### src/rtl/pe_single_module.sv
// Single-PE 2x2 valid cross-correlation of a 4x4 matrix with a 3x3 kernel, one MAC per clock.
// Optional build macro PE_SINGLE_SAT_EN: saturate each result to 255 instead of modulo-256 truncation.
module pe_single_module #(
  parameter int DATA_W = 8,
  parameter int ACC_W  = 20
) (
  input  logic              clk,
  input  logic              reset,
  input  logic              en_single,
  input  logic [DATA_W-1:0] a_1_1, input logic [DATA_W-1:0] a_1_2,
  input  logic [DATA_W-1:0] a_1_3, input logic [DATA_W-1:0] a_1_4,
  input  logic [DATA_W-1:0] a_2_1, input logic [DATA_W-1:0] a_2_2,
  input  logic [DATA_W-1:0] a_2_3, input logic [DATA_W-1:0] a_2_4,
  input  logic [DATA_W-1:0] a_3_1, input logic [DATA_W-1:0] a_3_2,
  input  logic [DATA_W-1:0] a_3_3, input logic [DATA_W-1:0] a_3_4,
  input  logic [DATA_W-1:0] a_4_1, input logic [DATA_W-1:0] a_4_2,
  input  logic [DATA_W-1:0] a_4_3, input logic [DATA_W-1:0] a_4_4,
  input  logic [DATA_W-1:0] b_1_1, input logic [DATA_W-1:0] b_1_2,
  input  logic [DATA_W-1:0] b_1_3,
  input  logic [DATA_W-1:0] b_2_1, input logic [DATA_W-1:0] b_2_2,
  input  logic [DATA_W-1:0] b_2_3,
  input  logic [DATA_W-1:0] b_3_1, input logic [DATA_W-1:0] b_3_2,
  input  logic [DATA_W-1:0] b_3_3,
  output logic              en_result,
  output logic [DATA_W-1:0] acc_out,
  output logic              pe_done
);

  typedef enum logic {IDLE, BUSY} state_t;

  state_t            r_state, w_state_nxt;
  logic [DATA_W-1:0] r_a [16];
  logic [DATA_W-1:0] r_b [9];
  logic [DATA_W-1:0] w_a [16];
  logic [DATA_W-1:0] w_b [9];
  logic [ACC_W-1:0]  r_acc;
  logic [1:0]        r_k;
  logic [3:0]        r_t;
  logic [DATA_W-1:0] r_acc_out;
  logic              r_en_result;
  logic              r_done;

  logic [1:0]          w_i, w_j;
  logic [1:0]          w_row, w_col;
  logic [DATA_W-1:0]   w_a_op, w_b_op;
  logic [2*DATA_W-1:0] w_prod;
  logic [ACC_W-1:0]    w_sum;
  logic                w_last_t, w_last_k;

  function automatic logic [DATA_W-1:0] reduce_sum(input logic [ACC_W-1:0] s);
`ifdef PE_SINGLE_SAT_EN
    if (|s[ACC_W-1:DATA_W]) reduce_sum = '1;
    else                    reduce_sum = s[DATA_W-1:0];
`else
    reduce_sum = s[DATA_W-1:0];
`endif
  endfunction

  assign w_a = '{a_1_1, a_1_2, a_1_3, a_1_4, a_2_1, a_2_2, a_2_3, a_2_4,
                 a_3_1, a_3_2, a_3_3, a_3_4, a_4_1, a_4_2, a_4_3, a_4_4};
  assign w_b = '{b_1_1, b_1_2, b_1_3, b_2_1, b_2_2, b_2_3, b_3_1, b_3_2, b_3_3};

  // Kernel tap t -> (i,j), row-major
  always_comb begin
    w_i = 2'd0;
    w_j = 2'd0;
    case (r_t)
      4'd1: begin w_i = 2'd0; w_j = 2'd1; end
      4'd2: begin w_i = 2'd0; w_j = 2'd2; end
      4'd3: begin w_i = 2'd1; w_j = 2'd0; end
      4'd4: begin w_i = 2'd1; w_j = 2'd1; end
      4'd5: begin w_i = 2'd1; w_j = 2'd2; end
      4'd6: begin w_i = 2'd2; w_j = 2'd0; end
      4'd7: begin w_i = 2'd2; w_j = 2'd1; end
      4'd8: begin w_i = 2'd2; w_j = 2'd2; end
      default: begin w_i = 2'd0; w_j = 2'd0; end
    endcase
  end

  // Output index k selects window origin (r,c) = (k[1], k[0])
  assign w_row    = {1'b0, r_k[1]} + w_i;
  assign w_col    = {1'b0, r_k[0]} + w_j;
  assign w_a_op   = r_a[{w_row, w_col}];
  assign w_b_op   = r_b[r_t];
  assign w_prod   = w_a_op * w_b_op;
  assign w_sum    = r_acc + ACC_W'(w_prod);
  assign w_last_t = (r_t == 4'd8);
  assign w_last_k = (r_k == 2'd3);

  always_ff @(posedge clk or posedge reset) begin
    if (reset) r_state <= IDLE;
    else       r_state <= w_state_nxt;
  end

  always_comb begin
    w_state_nxt = r_state;
    case (r_state)
      IDLE:    if (en_single) w_state_nxt = BUSY;
      BUSY:    if (w_last_t && w_last_k) w_state_nxt = IDLE;
      default: w_state_nxt = IDLE;
    endcase
  end

  always_ff @(posedge clk or posedge reset) begin
    if (reset) begin
      r_acc       <= '0;
      r_k         <= '0;
      r_t         <= '0;
      r_acc_out   <= '0;
      r_en_result <= 1'b0;
      r_done      <= 1'b0;
      for (int n = 0; n < 16; n++) r_a[n] <= '0;
      for (int n = 0; n < 9; n++)  r_b[n] <= '0;
    end else begin
      r_en_result <= 1'b0;
      r_done      <= 1'b0;
      if (r_state == IDLE) begin
        if (en_single) begin
          for (int n = 0; n < 16; n++) r_a[n] <= w_a[n];
          for (int n = 0; n < 9; n++)  r_b[n] <= w_b[n];
          r_acc <= '0;
          r_k   <= '0;
          r_t   <= '0;
        end
      end else if (w_last_t) begin
        r_acc       <= '0;
        r_acc_out   <= reduce_sum(w_sum);
        r_en_result <= 1'b1;
        r_done      <= w_last_k;
        r_t         <= '0;
        r_k         <= r_k + 2'd1;
      end else begin
        r_acc <= w_sum;
        r_t   <= r_t + 4'd1;
      end
    end
  end

  assign en_result = r_en_result;
  assign acc_out   = r_acc_out;
  assign pe_done   = r_done;

endmodule

### config.mk
export PLATFORM = sky130hd
export DESIGN_NAME = pe_single_module
export DESIGN_NICKNAME = d
export VERILOG_FILES = /design/src/rtl/pe_single_module.sv
export SDC_FILE = /design/constraint.sdc
export NUM_CORES = 1
export LEC_CHECK = 0
export CORE_MARGIN = 4
export CORE_UTILIZATION = 45
export DETAILED_ROUTE_END_ITERATION = 10
export DONT_BUFFER_PORTS = 1
export MAX_ROUTING_LAYER = met4
export SKIP_LAST_GASP = 1
export SLEW_MARGIN = 20
export SYNTH_ARGS = -nofsm -noshare
export SYNTH_HDL_FRONTEND = slang
export SYNTH_SLANG_ARGS = --single-unit
### constraint.sdc
create_clock -name clk -period 9.03 [get_ports clk]
set_input_delay 0.4515 -clock clk [delete_from_list [all_inputs] [get_ports clk]]
set_output_delay 0.4515 -clock clk [all_outputs]
set_load 0.02 [all_outputs]
==> results.sh <==
export IMPL_dr_pass1_iters=4
export IMPL_async_flop_share_pct=100.0
export IMPL_yosysWarnings=0
export IMPL_clk_pin_slew_worst_paths_ns=0.06
export IMPL_numCtsBuffers=26
export IMPL_first_global_vias=7125
export IMPL_drtIter0Drc=440
export IMPL_worstMarginPinSlew_ns=1.086
export IMPL_synth_compound_area_share_pct=3.109
export IMPL_cp_max_fo=26
export IMPL_start_util_pct=45.91
export IMPL_port_buffers=0
export IMPL_ys_flop_type="dfrtp_1"
export IMPL_fin_tns_setup_ns=0
export IMPL_grt_max_degree=169
export IMPL_max_freq_ghz=0.1316
export IMPL_antenna_found_initial=16
export IMPL_synth_nets=1034
export IMPL_cts_root_buf="clkbuf_16"
export IMPL_rrSetupSlack_ns=1.43
export IMPL_syn_area_um2=11230
export IMPL_finalClockSkew_ns=0.01061
export IMPL_synth_top_family_by_area="multiplexers"
export IMPL_synth_area_per_cell_um2=14.23
export IMPL_gp_congestion=0.8494
export IMPL_drc_errors=0
export IMPL_drt_total_wl_um=25930
export IMPL_die_area_um2=27550
export IMPL_crit_path_end_kind="flip-flop"
export IMPL_synth_seq_cells=225
export IMPL_drive_gt1_share_pct=39.43
export IMPL_slew_headroom_pct=27.62
export IMPL_worstSkewPairLatency_ns=0.54
export IMPL_max_cap_viol_count=0
export IMPL_synthSimpleGateAreaFrac_pct=3.721
export IMPL_postSynthCellCount=789
export IMPL_synthMuxAreaShare_pct=31.78
export IMPL_die_h_um=166.0
export IMPL_h_tree_depth=1
export IMPL_cts_tree="yes"
export IMPL_nets=1029
export IMPL_pin_count=213
export IMPL_avgRoutedWirePerCell_um=22.67
export IMPL_cp_arrival_ns=8.06
export IMPL_cts_buffer_depth=3
export IMPL_cp_start_kind="flip-flop"
export IMPL_overflow=0
export IMPL_crit_type="flip-flop to flip-flop"
export IMPL_hold_viol_final=0
export IMPL_area_growth_synth_to_final_pct=12.11
export IMPL_setup_viol=0
export IMPL_rsz0062_at_grt="false"
export IMPL_gr_usage_all_layers_pct=19.37
export IMPL_hp_class="primary input to flip-flop"
export IMPL_viasPerCell=5.468
export IMPL_cts_sinks=225
export IMPL_grt_first_pass_wirelength_um=41230
export IMPL_drv_slew=0
export IMPL_synthAdderAreaFrac_pct=5.883
export IMPL_dp_hpwl_um=18700
export IMPL_via_count=6255
export IMPL_synth_edf_count=0
export IMPL_fp_dieW_um=166.0
export IMPL_netlist_cell_type_count=48
export IMPL_ys_seq_area_share_pct=50.14
export IMPL_detail_route_antenna_nets=0
export IMPL_required_ns=9.49
export IMPL_synth_xor_area_share_pct=2.028
export IMPL_min_period_over_period_pct=84.16
export IMPL_status="finished, final reports clean"
export IMPL_row_count=57
export IMPL_post_route_min_period_ns=7.599
export IMPL_coreArea_um2=24460
==> final timing paths <==
kind | startpoint | end | cells after the start
max | r_t[2]$_DFFE_PP0P_ | r_acc[7]$_DFFE_PP0P_ | 26
min | b_1_1[0] | r_b[64]$_DFFE_PP0P_ | 1
max reg2reg | r_t[2]$_DFFE_PP0P_ | r_acc[7]$_DFFE_PP0P_ | 26
min reg2reg | r_b[67]$_DFFE_PP0P_ | r_b[67]$_DFFE_PP0P_ | 1
max in group asynchronous | reset | r_a[87]$_DFFE_PP0P_ | 3
min in group asynchronous | reset | r_b[23]$_DFFE_PP0P_ | 2
==> routing by layer <==
layer / vias up / global-route usage [%] / wire length (um)
met5: - / - / 0
met4: 0 / 5.488 / 654
met3: 39 / 5.475 / 1619
met2: 169 / 31.27 / 13150
met1: 3244 / 24.13 / 10510
li1: 2803 / - / -
==> synth_stat cells, types with 4 or more instances <==
| master | instances | area (um^2) |
|---|---|---|
| buf_4 | 5 | 37.54 |
| dfrtp_1 | 225 | 5630 |
| ha_1 | 24 | 300.3 |
| and2_1 | 9 | 56.30 |
| mux2i_1 | 19 | 190.2 |
| fa_1 | 18 | 360.4 |
| nand2_1 | 60 | 225.2 |
| o21ai_1 | 4 | 20.02 |
| xnor2_1 | 11 | 96.34 |
| mux4_2 | 48 | 1081 |
| a22o_1 | 5 | 43.79 |
| nand3_1 | 4 | 20.02 |
| buf_2 | 6 | 30.03 |
| mux2_2 | 200 | 2252 |
| nor2_1 | 7 | 26.28 |
| clkbuf_1 | 28 | 105.1 |
| o21ai_0 | 22 | 110.1 |
| inv_1 | 47 | 176.4 |
==> registers in the layout (all words and copies together), names as in the netlist, 2 cells and up <==
register / count
acc_out: 8
r_b: 72
r_k: 2
r_t: 4
r_acc: 8
r_a: 128
==> through the flow <==
step	worst slack (ns)	util, %	instances	cell area, um^2	hold WS, ns
finish	1.431	51.47	1144	12590	0.05614
global placement	1.568	47.07	1078	11510	0.4845
detailed placement	1.369	47.07	1078	11510	0.4918
global route	0.8208	51.47	1144	12590	0.02900
CTS	1.360	51.24	1127	12530	0.02958
floorplan	1.893	-	789	11230	0.4498
==> cell type report <==
| type | count | area (um^2) |
|---|---|---|
| Antenna cell | 16 | 40.04 |
| Inverter | 48 | 192.7 |
| Clock buffer | 33 | 747.0 |
| Tap cell | 324 | 405.4 |
| Clock inverter | 15 | 262.8 |
| Multi-Input combinational cell | 475 | 5234 |
| Fill cell | 2035 | 11870 |
| Timing Repair Buffer | 8 | 77.57 |
| Sequential cell | 225 | 5630 |
==> worst max-delay path: stages, from the launching register on <==
cell	delay, ns
dfrtp_1	1.06
mux2i_1	0.28
nor2_1	0.06
ha_2	0.88
buf_4	0.36
mux4_2	0.52
o21ai_0	0.10
o211ai_1	0.13
o21a_1	0.21
and2_1	0.18
fa_1	0.38
ha_1	0.29
ha_1	0.27
inv_1	0.05
fa_1	0.53
inv_1	0.05
ha_1	0.21
inv_1	0.07
fa_1	0.19
inv_1	0.05
a21o_1	0.18
a21oi_1	0.21
xnor2_1	0.17
xnor2_1	0.14
xnor3_1	0.40
xnor3_1	0.38
o21ai_1	0.13
==> cells in the final DEF, fill, tap and decap left out, drive strengths merged, types with 3 or more instances in the layout <==
cell and count:
o21ai 26, xor2 4, mux2i 19, nand3 4
o21a 4, inv 48, clkinv 7, a22o 5
xnor2 13, fa 18, diode 16, clkbuf 33
buf 6, a21oi 3, mux4 48, o211a 3
ha 24, o211ai 3, dfrtp 225, nand2 60
mux2 203, and2 10, nor2 7, bufinv 6
==> timing repair <==
item                                   CTS  global route
endpoints found under the hold margin    1            35
setup buffers                            0             0
hold buffers                             1             1
resized for setup                        0             0
==> cell families (layout without fill, tap and decap cells) <==
group,count (synthesis),after routing
adders and majority gates,42,42
muxes,270,270
DFF,225,225
AOI/OAI and AO/OA,52,52
xor gates and xnor gates,19,19
and+or+nand+nor,92,92
buffers and inverters,89,104
other,0,16
Power is not shown: default switching activity piles up to over one toggle a cycle in this logic, so the estimate is an artifact.
